===== src/rtl/rot_sq_n.sv =====
// Rotating-square animator: one "o" glyph walks the perimeter of an N-digit
// seven-segment display, stepped by a runtime-programmable prescaler.
module rot_sq_n #(
  parameter  int DIGITS = 3,
  parameter  int DIV_W  = 24,
  localparam int P_W    = $clog2(2*DIGITS)
) (
  input  logic                  i_clk,
  input  logic                  i_reset,
  input  logic                  i_enable,
  input  logic                  i_dir,
  input  logic [DIV_W-1:0]      i_step_div,
  output logic [5*DIGITS-1:0]   o_hex,
  output logic [P_W-1:0]        o_pos,
  output logic                  o_lap
);

  localparam logic [4:0]     BLANK = 5'b10010;
  localparam logic [4:0]     UPO   = 5'b10101;
  localparam logic [4:0]     LOWO  = 5'b10100;
  localparam logic [P_W-1:0] LAST  = P_W'(2*DIGITS-1);

  logic [DIV_W-1:0] r_cnt;
  logic [P_W-1:0]   r_pos;
  logic             r_lap;
  logic             w_step;
  logic             w_wrap;
  logic [P_W-1:0]   w_pos_nxt;

  assign w_step = i_enable && (r_cnt >= i_step_div);

  // ">=" lets a forced out-of-range position fall back to 0 going forward
  always_comb begin
    w_pos_nxt = r_pos;
    w_wrap    = 1'b0;
    if (i_dir) begin
      if (r_pos == '0) begin
        w_pos_nxt = LAST;
        w_wrap    = 1'b1;
      end else begin
        w_pos_nxt = r_pos - P_W'(1);
      end
    end else begin
      if (r_pos >= LAST) begin
        w_pos_nxt = '0;
        w_wrap    = 1'b1;
      end else begin
        w_pos_nxt = r_pos + P_W'(1);
      end
    end
  end

  always_ff @(posedge i_clk) begin
    if (i_reset) begin
      r_cnt <= '0;
      r_pos <= '0;
      r_lap <= 1'b0;
    end else begin
      r_lap <= 1'b0;
      if (w_step) begin
        r_cnt <= '0;
        r_pos <= w_pos_nxt;
        r_lap <= w_wrap;
      end else if (i_enable) begin
        r_cnt <= r_cnt + DIV_W'(1);
      end
    end
  end

  // Digit k: upper row at p = k+1, lower row at p = 2*DIGITS-k (p = 0 for k = 0)
  for (genvar k = 0; k < DIGITS; k++) begin : g_dig
    logic w_up;
    logic w_low;
    assign w_up = (r_pos == P_W'(k+1));
    if (k == 0) begin : g_first
      assign w_low = (r_pos == '0);
    end else begin : g_rest
      assign w_low = (r_pos == P_W'(2*DIGITS-k));
    end
    assign o_hex[5*k +: 5] = w_up ? UPO : (w_low ? LOWO : BLANK);
  end

  assign o_pos = r_pos;
  assign o_lap = r_lap;

endmodule


===== config.mk =====
export PLATFORM = sky130hd
export DESIGN_NAME = rot_sq_n
export DESIGN_NICKNAME = d
export VERILOG_FILES = /design/src/rtl/rot_sq_n.sv
export SDC_FILE = /design/constraint.sdc
export NUM_CORES = 1
export LEC_CHECK = 0
export ABC_AREA = 1
export BUFFER_PORTS_ARGS = -buffer_cell sky130_fd_sc_hd__buf_2
export CORE_MARGIN = 3
export CORE_UTILIZATION = 40
export CTS_BUF_LIST = sky130_fd_sc_hd__clkbuf_16
export CTS_CLUSTER_SIZE = 25
export DETAILED_ROUTE_END_ITERATION = 10
export GPL_TIMING_DRIVEN = 0
export PLACE_DENSITY = 0.68
export SYNTH_ARGS = -nofsm -noshare
export SYNTH_HDL_FRONTEND = slang
export SYNTH_SLANG_ARGS = --single-unit

===== constraint.sdc =====
create_clock -name i_clk -period 2.07 [get_ports i_clk]
set_input_delay 0.3105 -clock i_clk [delete_from_list [all_inputs] [get_ports i_clk]]
set_output_delay 0.3105 -clock i_clk [all_outputs]
set_load 0.1 [all_outputs]

==> metrics.txt, run 1 <==
status=completed; Die X=about 82 um; CP Data Arrival Time=roughly 1.7 ns; first-pass GRT wire length=7690 um; ys async rst share=0%; simple-gate share of the synthesized area=between 30% and 40%; Max Freq=between 500 and 600 MHz; cell-internal power=about 860 uW; total routed wirelength=between 4000 and 5000 um; Synth Flop Type=dfxtp_1; TritonCTS Sinks=28; Detailed Place HPWL=roughly 3800 um; Max IR drop VDD=0.299 mV; Worst Hold Depth=2; area grow syn2layout=22.1%; pre-CTS setup slack=-0.0391 ns; Finish-stage setup viols=0; Bufs on Longest Clock Path=2; Root Buffer=clkbuf_16; RR Endpoint=r_cnt[3]; Syn. warnings=0; initial antenna violation count=0; Placed Area=roughly 2700 um2; number of diodes=0; total power=between 1000 and 1500 uW; Yosys top cell by area=dfxtp_1; vias in the first global route=1927; switching portion of total power=between 20% and 30%; Row Count=27; residual DRC count=0; unrepaired setup endpoints after global routing=false; PnR worst setup slack=approximately 0.1 ns; core area=between 5000 and 6000 um2; #FFs+latches synth=28; initial core utilization=a little over two fifths; Net Sw Power=just under 300 uW; Reg2Reg Depth=13; Hold Crit Start=i_reset; minimum clock period=1.97 ns; clock latency on the worst-skew pair=0.26 ns; Post-synth EDFFs=0; Pleak=roughly 0.0015 uW; GRT overflow=0; CP Launch Type=register; CP endpoint kind=primary output; largest net degree at the start of global routing=16; I/O Pins=47; CTS H-Tree Depth=1; Final Skew=around 0.0021 ns; via count=between 2000 and 2500; combinational family with the most area after synthesis=simple AND/OR/NAND/NOR gates; mux cell area share after synthesis=less than 1%; post-synthesis adder-cell area fraction=roughly 17%; # port buffers=39; worst-path maximum fanout=5; cts bufs inserted=3; Final Hold Viols=0; period utilization=between 90% and 100%; final antenna-violating net count=0; Final Max Tran Viols=0; first-pass iteration count of the detailed router=4; Nets=~450; Hold/Removal Path Class=primary input to register; syn avg cell area=6.85 um2; Max Cap Viol=0; Mapped Cells=roughly 340; fin area=2850 um2; Die Y=82.4 um; worst path required time=1.76 ns; Yosys top cell area share=24.0%; GRT Overall Usage=between 10% and 20%; Netlist cell types=29; drt initial violations=56; Synth Area in Compound Gates=between 3 and 4%; PD cells=404 nW/um2; R2R Setup Slk=approximately 0.19 ns; register area share after synthesis=a little under a quarter; worst r2r src=r_cnt[15]; Synth Area in XOR/XNOR=around 7.5%; cell area after synthesis=between 2000 and 2500 um2; ranking of synthesized cells by area=dfxtp_1, ha_1, nand2_1; Hold Path Sink=o_lap; Min Hold Slack=0.220 ns; combinational power share=14.7%; Via-to-Cell Ratio=roughly 4.5; Core Util, Final=between 50 and 60%; DIE AREA=around 6800 um2; Seq pwr share=~47%; share of layout cells above drive strength 1=22.8%; TritonCTS clock tree=done; Routed wire per std cell=9.47 um; Crit Path Class=register to primary output; GPL Wtd Cong=between 0.8 and 0.9; CTS clk-pin slew, worst paths=0.07 ns; clock power share=a little under two fifths
[Yosys cell counts, drive strengths merged, types with 8 or more instances]
| cell type | instances |
|---|---|
| a21oi | 8 |
| buf | 12 |
| dfxtp | 28 |
| ha | 32 |
| inv | 65 |
| nand2 | 72 |
| nand3 | 16 |
| nand4 | 10 |
| nor2 | 55 |
| nor3 | 10 |
| xnor2 | 10 |
| xor2 | 10 |
[cell usage in the layout (no fill, tap or decap), types with 3 or more instances in the layout]
master / count
buf_4: 12
nand4_1: 10
a21oi_1: 7
ha_4: 3
clkbuf_16: 3
dfxtp_4: 3
buf_2: 39
nand2_2: 5
nand3_1: 15
nand2_1: 65
inv_1: 61
nor2_2: 3
nor3_1: 6
xnor2_1: 10
conb_1: 6
nor2_1: 49
xor2_1: 10
dfxtp_2: 3
nor2_4: 3
dfxtp_1: 22
ha_1: 29
[registers in the layout (all words and copies together) (netlist names)]
| name | cells |
|---|---|
| o_lap | 1 |
| o_pos | 3 |
| r_cnt | 24 |
[repair_timing]
action / in CTS / in global routing
setup endpoints to repair: 0 / 20
setup buffers: 0 / 3
resized for setup: 0 / 11
hold buffers: 0 / 0
[power by group through the flow]
stage               sequential [uW]  combinational (uW)  clock, uW
global placement                557                 161          0
CTS                             544                 166        446
floorplan                       556                 128          0
global route                    545                 192        466
finish                          544                 170        440
detailed placement              557                 165          0
[worst max-delay path by stage]
stage / to / from / slack (ns)
detailed placement: r_cnt[15] / i_step_div[23] / -0.04
floorplan: o_hex[2] / o_pos[0] / -0.38
finish: o_hex[0] / o_pos[1] / 0.1
CTS: r_cnt[11] / r_cnt[21] / 0.03
global placement: r_cnt[22] / i_step_div[23] / -0.04
global route: r_cnt[22] / r_cnt[21] / 0.01
[per-layer routing]
| metal | wire, um | vias up | GRT usage, % | part of all wire [%] |
|---|---|---|---|---|
| met4 | 39 | 0 | 3.99 | 0.89 |
| met5 | 0 | - | 0 | 0 |
| met2 | 2040 | 31 | 24.8 | 47 |
| li1 | - | 1142 | - | - |
| met3 | 154 | 2 | 1.30 | 3.5 |
| met1 | 2150 | 903 | 18.1 | 49 |
[worst max-delay path, stage by stage (launching register included)]
cell	delay [ns]
dfxtp_4	0.37
inv_4	0.08
ha_4	0.14
inv_1	0.05
nor2_1	0.20
buf_4	0.15
buf_2	0.41
[through the flow]
step	TNS (ns)	std cells
2_1_floorplan	-0.735	345
3_3_place_gp	-0.602	456
3_5_place_dp	-0.621	456
4_1_cts	0	460
5_1_grt	0	463
6_report	0	463
[area by class of cell]
type	count	area [um2]
Fill cell	591	2720
Tap cell	72	90.1
Timing Repair Buffer	42	218
Sequential cell	28	576
Inverter	65	253
Clock buffer	3	75.1
Multi-Input combinational cell	240	1530
Buffer	12	109
Clock inverter	1	3.75
[kinds of logic (layout without fill, tap and decap cells)]
kind of cell,count (synthesis),count (layout)
and+or+nand+nor,165,165
buffers and inverters,77,123
adders and majority gates,32,32
DFF,28,28
xor gates and xnor gates,20,20
AOI/OAI and AO/OA,15,15
other,2,6
muxes,2,2
Note: power is estimated with default switching activity, not from simulation.
==> run 2, diff against run 1 <==
--- a/config.mk
+++ b/config.mk
@@ -7,13 +7,13 @@
 export LEC_CHECK = 0
 export ABC_AREA = 1
 export BUFFER_PORTS_ARGS = -buffer_cell sky130_fd_sc_hd__buf_2
-export CORE_MARGIN = 3
-export CORE_UTILIZATION = 40
+export CORE_MARGIN = 2
+export CORE_UTILIZATION = 47
 export CTS_BUF_LIST = sky130_fd_sc_hd__clkbuf_16
 export CTS_CLUSTER_SIZE = 25
 export DETAILED_ROUTE_END_ITERATION = 10
 export GPL_TIMING_DRIVEN = 0
-export PLACE_DENSITY = 0.68
+export PLACE_DENSITY = 0.77
 export SYNTH_ARGS = -nofsm -noshare
 export SYNTH_HDL_FRONTEND = slang
 export SYNTH_SLANG_ARGS = --single-unit
==> run 2 against run 1 <==
  * Non-clock buffer count unchanged
  * Wire length up 3.8%
  * Critical path depth up 1
  * Critical endpoint is now o_hex[2]
  * Worst hold slack better by 0.0037 ns
  * Largest power group unchanged
  * Core utilization up 9.6 points
  * Critical path type unchanged
==> metrics.txt, run 2 (same netlist as run 1, synthesis figures left out) <==
# port buffers=39 (unchanged); Net Sw Power=295 uW (+0.91%); residual DRC count=0 (unchanged); cts bufs inserted=3 (unchanged); Routed wire per std cell=9.94 um (+5.0%); Row Count=25 (-7.4%); Bufs on Longest Clock Path=2 (unchanged); number of diodes=0 (unchanged); Seq pwr share=46.8% (-0.4 points); PD cells=401 nW/um2 (-0.77%); pre-CTS setup slack=-0.0316 ns (+0.00744 ns); cell-internal power=865 uW (+0.41%); Hold/Removal Path Class=primary input to register; worst path required time=1.76 ns (about the same); fin area=2890 um2 (+1.3%); most common cell after layout, fill and taps aside=nand2_1; Root Buffer=clkbuf_16; first-pass iteration count of the detailed router=4 (unchanged); minimum clock period=1.98 ns (+0.00511 ns); TritonCTS clock tree=done; TritonCTS Sinks=28 (unchanged); Detailed Place HPWL=3660 um (-2.5%); area grow syn2layout=23.7%; switching portion of total power=25.5% (+0.093 points); Die Y=74.5 um (-9.6%); CTS H-Tree Depth=1 (unchanged); total routed wirelength=4550 um (+3.8%); I/O Pins=47 (unchanged); Die X=74.5 um (-9.6%); Top reg by flops=r_cnt; Finished Layout Cells=458 (-1.1%); core area=4750 um2 (-15%); Pleak=0.00150 uW (+0.48%); GRT overflow=0 (unchanged); share of layout cells above drive strength 1=23.3% (+0.51 points); GPL Wtd Cong=0.841 (+0.94%); vias in the first global route=1836 (-4.7%); PnR worst setup slack=0.0926 ns (-0.00511 ns); Worst Hold Depth=2 (unchanged); Finish-stage setup viols=0 (unchanged); first-pass GRT wire length=7550 um (-1.8%); CTS clk-pin slew, worst paths=0.07 ns (about the same); CP Launch Type=register; initial core utilization=49.2% (+7.2 points); via count=2098 (+0.96%); clock power share=37.7% (-0.4 points); clock latency on the worst-skew pair=0.26 ns (about the same); DIE AREA=5550 um2 (-18%); commonest non-fill, non-tap cells in the layout=nand2_1, inv_1, nor2_1; final antenna-violating net count=0 (unchanged); combinational power share=15.4% (+0.7 points); Via-to-Cell Ratio=4.58 (+2.1%); Nets=452 (unchanged); Placed Area=2720 um2 (-0.23%); largest net degree at the start of global routing=16 (unchanged); period utilization=95.5% (+0.25 points); Min Hold Slack=0.223 ns (+0.00372 ns); placed cells=451 (-1.1%); Final Max Tran Viols=0 (unchanged); CP endpoint kind=primary output; status=completed; Max Freq=506 MHz (-0.26%); Final Hold Viols=0 (unchanged); GRT Overall Usage=17.0% (+2.9 points); worst-path maximum fanout=5 (unchanged); Max Cap Viol=0 (unchanged); Core Util, Final=60.8% (+9.6 points); Final Skew=0.00305 ns (+0.000948 ns); initial antenna violation count=0 (unchanged); Max IR drop VDD=0.292 mV (-2.4%); Crit Path Class=register to primary output; Post-CTS Hold Buffers=0 (unchanged); Reg2Reg Depth=13 (unchanged); CP Data Arrival Time=1.67 ns (about the same); max FFs per register=24 (unchanged); drt initial violations=90 (+61%)
==> run 2: power groups by stage <==
| stage | logic, uW | clock network, uW | registers (uW) |
|---|---|---|---|
| after global placement | 160 | 0 | 557 |
| after floorplan | 128 | 0 | 556 |
| after CTS | 165 | 446 | 545 |
| final | 179 | 438 | 543 |
| after global routing | 200 | 464 | 544 |
| after detailed placement | 165 | 0 | 557 |
==> run 2: critical path: stages, from the launching register on <==
cell        delay [ns]
dfxtp_4           0.37
inv_4             0.08
ha_4              0.14
inv_1             0.06
nor2_1            0.21
nor2_4            0.08
clkinvlp_4        0.06
buf_2             0.41
==> run 2: timing repair <==
item                       in CTS  in global routing
setup endpoints to repair       0                 24
gates resized for setup         0                 17
buffers inserted                0                  1
==> run 2: per-layer routing <==
layer / up-vias / track usage, % / share of wire (%)
met5: - / 0 / 0
met4: 0 / 6.55 / 1.5
met3: 8 / 1.76 / 3.6
met2: 42 / 28.8 / 48
met1: 901 / 22.2 / 47
li1: 1147 / - / -
==> run 2: layout make-up <==
cell class / count / area [um2]
Fill cell: 456 / 1860
Buffer: 12 / 105
Multi-Input combinational cell: 240 / 1550
Tap cell: 67 / 83.8
Timing Repair Buffer: 42 / 241
Clock buffer: 3 / 75.1
Clock inverter: 1 / 3.75
Inverter: 65 / 253
Sequential cell: 28 / 581
==> run 2: final timing paths <==
kind,startpoint,to,slack [ns]
max,o_pos[1],o_hex[2],0.09
min,i_reset,o_lap,0.22
max reg2reg,r_cnt[21],r_cnt[19],0.11
min reg2reg,o_pos[1],o_pos[1],0.54
==> run 2: through the flow <==
stage	power [uW]	setup TNS [ns]
after global placement	717	-0.00266
after CTS	1160	0
after global routing	1210	-0.304
after detailed placement	722	-0.484
final	1160	0
after floorplan	684	-0.735
==> run 3, diff against run 2 <==
--- a/config.mk
+++ b/config.mk
@@ -9,11 +9,11 @@
 export BUFFER_PORTS_ARGS = -buffer_cell sky130_fd_sc_hd__buf_2
 export CORE_MARGIN = 2
 export CORE_UTILIZATION = 47
-export CTS_BUF_LIST = sky130_fd_sc_hd__clkbuf_16
 export CTS_CLUSTER_SIZE = 25
 export DETAILED_ROUTE_END_ITERATION = 10
-export GPL_TIMING_DRIVEN = 0
+export GPL_TIMING_DRIVEN = 1
 export PLACE_DENSITY = 0.77
+export RECOVER_POWER = 25
 export SYNTH_ARGS = -nofsm -noshare
 export SYNTH_HDL_FRONTEND = slang
 export SYNTH_SLANG_ARGS = --single-unit
==> run 3 against run 2 <==
  * Non-clock buffer count shrank 13
  * Register-to-register slack gained 0.10 ns
  * Clock power shrank 0.9%
  * Worst hold slack lost 0.019 ns
==> metrics.txt, run 3 (same netlist as run 1, synthesis figures left out) <==
status=completed; GRT Overall Usage=17.3% (+0.33 points); worst-path maximum fanout=5 (unchanged); Slew headroom=between 20% and 30%; Max Cap Viol=0 (unchanged); TritonCTS clock tree=done; switching portion of total power=25.2% (-0.25 points); GRT overflow=0 (unchanged); most common cell after layout, fill and taps aside=nand2_1; PnR worst setup slack=0.103 ns (+0.0102 ns); GPL Wtd Cong=0.865 (+3.0%); via count=2091 (-0.33%); I/O Pins=47 (unchanged); residual DRC count=0 (unchanged); TritonCTS Sinks=28 (unchanged); PostCTS Resize Cnt=0 (unchanged); largest stage delay on the critical path=0.41 ns (about the same); pre-CTS setup slack=0.0675 ns (+0.0991 ns); minimum clock period=1.97 ns (-0.0102 ns); DIE AREA=5550 um2 (unchanged); worst path cell trace=inv_4, ha_4, inv_1, nor2_1, nor2_4, clkinvlp_4, buf_2; Final Hold Viols=0 (unchanged); Final Max Tran Viols=0 (unchanged); Least-Margin Pin Slew=about 1.2 ns; cell-internal power=846 uW (-2.2%); Finished Layout Cells=445 (-2.8%); Seq pwr share=48.1% (+1.3 points); Reg2Reg Depth=12 (-1); Crit Path Class=register to primary output; Top reg by flops=r_cnt; Nets=439 (-2.9%); final antenna-violating net count=0 (unchanged); critical path depth=7 (unchanged); Worst path slowest cell=buf_2; first-pass GRT wire length=7550 um (unchanged); Die X=74.5 um (unchanged); commonest non-fill, non-tap cells in the layout=nand2_1, inv_1, nor2_1; share of layout cells above drive strength 1=18.8% (-4.5 points); worst path required time=1.76 ns (about the same); CP endpoint kind=primary output; max FFs per register=24 (unchanged); CP bufs+invs=4 (unchanged); initial core utilization=49.2% (unchanged); Via-to-Cell Ratio=4.70 (+2.6%); Post-CTS Hold Buffers=0 (unchanged); total routed wirelength=4460 um (-2.0%); initial antenna violation count=0 (unchanged); largest net degree at the start of global routing=25 (+9); Net Sw Power=285 uW (-3.5%); Worst Hold Depth=2 (unchanged); Die Y=74.5 um (unchanged); cts bufs inserted=3 (unchanged); Final Skew=0.00326 ns (+0.000215 ns); placed cells=441 (-2.2%); PD cells=418 nW/um2 (+4.1%); Pleak=0.00140 uW (-6.5%); unrepaired setup endpoints after global routing=false; Bufs on Longest Clock Path=2 (unchanged); CP top delay family=buffers and inverters; CP Launch Type=register; clock power share=38.4% (+0.7 points); Hold/Removal Path Class=primary input to register; area grow syn2layout=15.8%; period utilization=95.0% (-0.49 points); CP Data Arrival Time=1.66 ns (about the same); Routed wire per std cell=10.0 um (+0.82%); Max IR drop VDD=0.205 mV (-30%); Finish-stage setup viols=0 (unchanged); vias in the first global route=1840 (+0.22%); clock latency on the worst-skew pair=0.28 ns (+0.02 ns); CTS clk-pin slew, worst paths=0.10 ns (+0.03 ns); CTS H-Tree Depth=1 (unchanged); number of diodes=0 (unchanged); Setup Fix Bufs, Post-CTS=0 (unchanged); combinational power share=13.5% (-1.9 points); Max Freq=508 MHz (+0.52%); Detailed Place HPWL=3720 um (+1.6%); Root Buffer=clkbuf_8; # port buffers=40 (+2.6%); first-pass iteration count of the detailed router=4 (unchanged); Row Count=25 (unchanged); core area=4750 um2 (unchanged); drt initial violations=61 (-32%)
[run 3: cell types whose count changed in the layout (fill, tap and decap cells not counted), sizes merged]
| cell | before | now |
|---|---|---|
| clkinv | 1 | 0 |
| buf | 52 | 35 |
| bufinv | 0 | 1 |
| clkbuf | 5 | 9 |
[run 3: final cells by class]
class                           count  area (um2)
Tap cell                           67        83.8
Clock inverter                      1        30.0
Sequential cell                    28         574
Clock buffer                        3        41.3
Timing Repair Buffer               41         206
Inverter                           65         253
Fill cell                         501        2050
Multi-Input combinational cell    240        1520
[run 3: power groups by stage]
| stage | clock [uW] | combinational (uW) | sequential (uW) |
|---|---|---|---|
| 2_1_floorplan | 0 | 128 | 556 |
| 3_3_place_gp | 0 | 147 | 557 |
| 3_5_place_dp | 0 | 152 | 557 |
| 4_1_cts | 447 | 153 | 544 |
| 5_1_grt | 461 | 171 | 546 |
| 6_report | 434 | 153 | 544 |
[run 3: layer usage]
metal  share of wire, %  track usage [%]  routed length, um  vias up
met5                  0                0                  0        -
met4                2.3             7.54                103        0
met3                3.0             1.36                135        7
met2                 46             29.8               2050       39
met1                 49             22.1               2170      926
li1                   -                -                  -     1119
[run 3: final timing paths]
kind | slack (ns) | to | startpoint
worst max-delay path | 0.10 | o_hex[2] | o_pos[1]
worst max register to register | 0.21 | r_cnt[21] | r_cnt[18]
worst min-delay path | 0.20 | o_lap | i_reset
worst min register to register | 0.54 | o_pos[1] | o_pos[1]
[run 3: stage by stage]
step | cell area, um2 | setup TNS (ns) | power (uW) | util (%) | hold WS [ns]
floorplan | 2440 | -0.735 | 684 | - | 0.388
CTS | 2700 | 0 | 1140 | 56.7 | 0.195
finish | 2710 | 0 | 1130 | 56.9 | 0.204
detailed placement | 2630 | 0 | 709 | 55.2 | 0.502
global placement | 2630 | 0 | 704 | 55.2 | 0.509
global route | 2710 | 0 | 1180 | 56.9 | 0.205
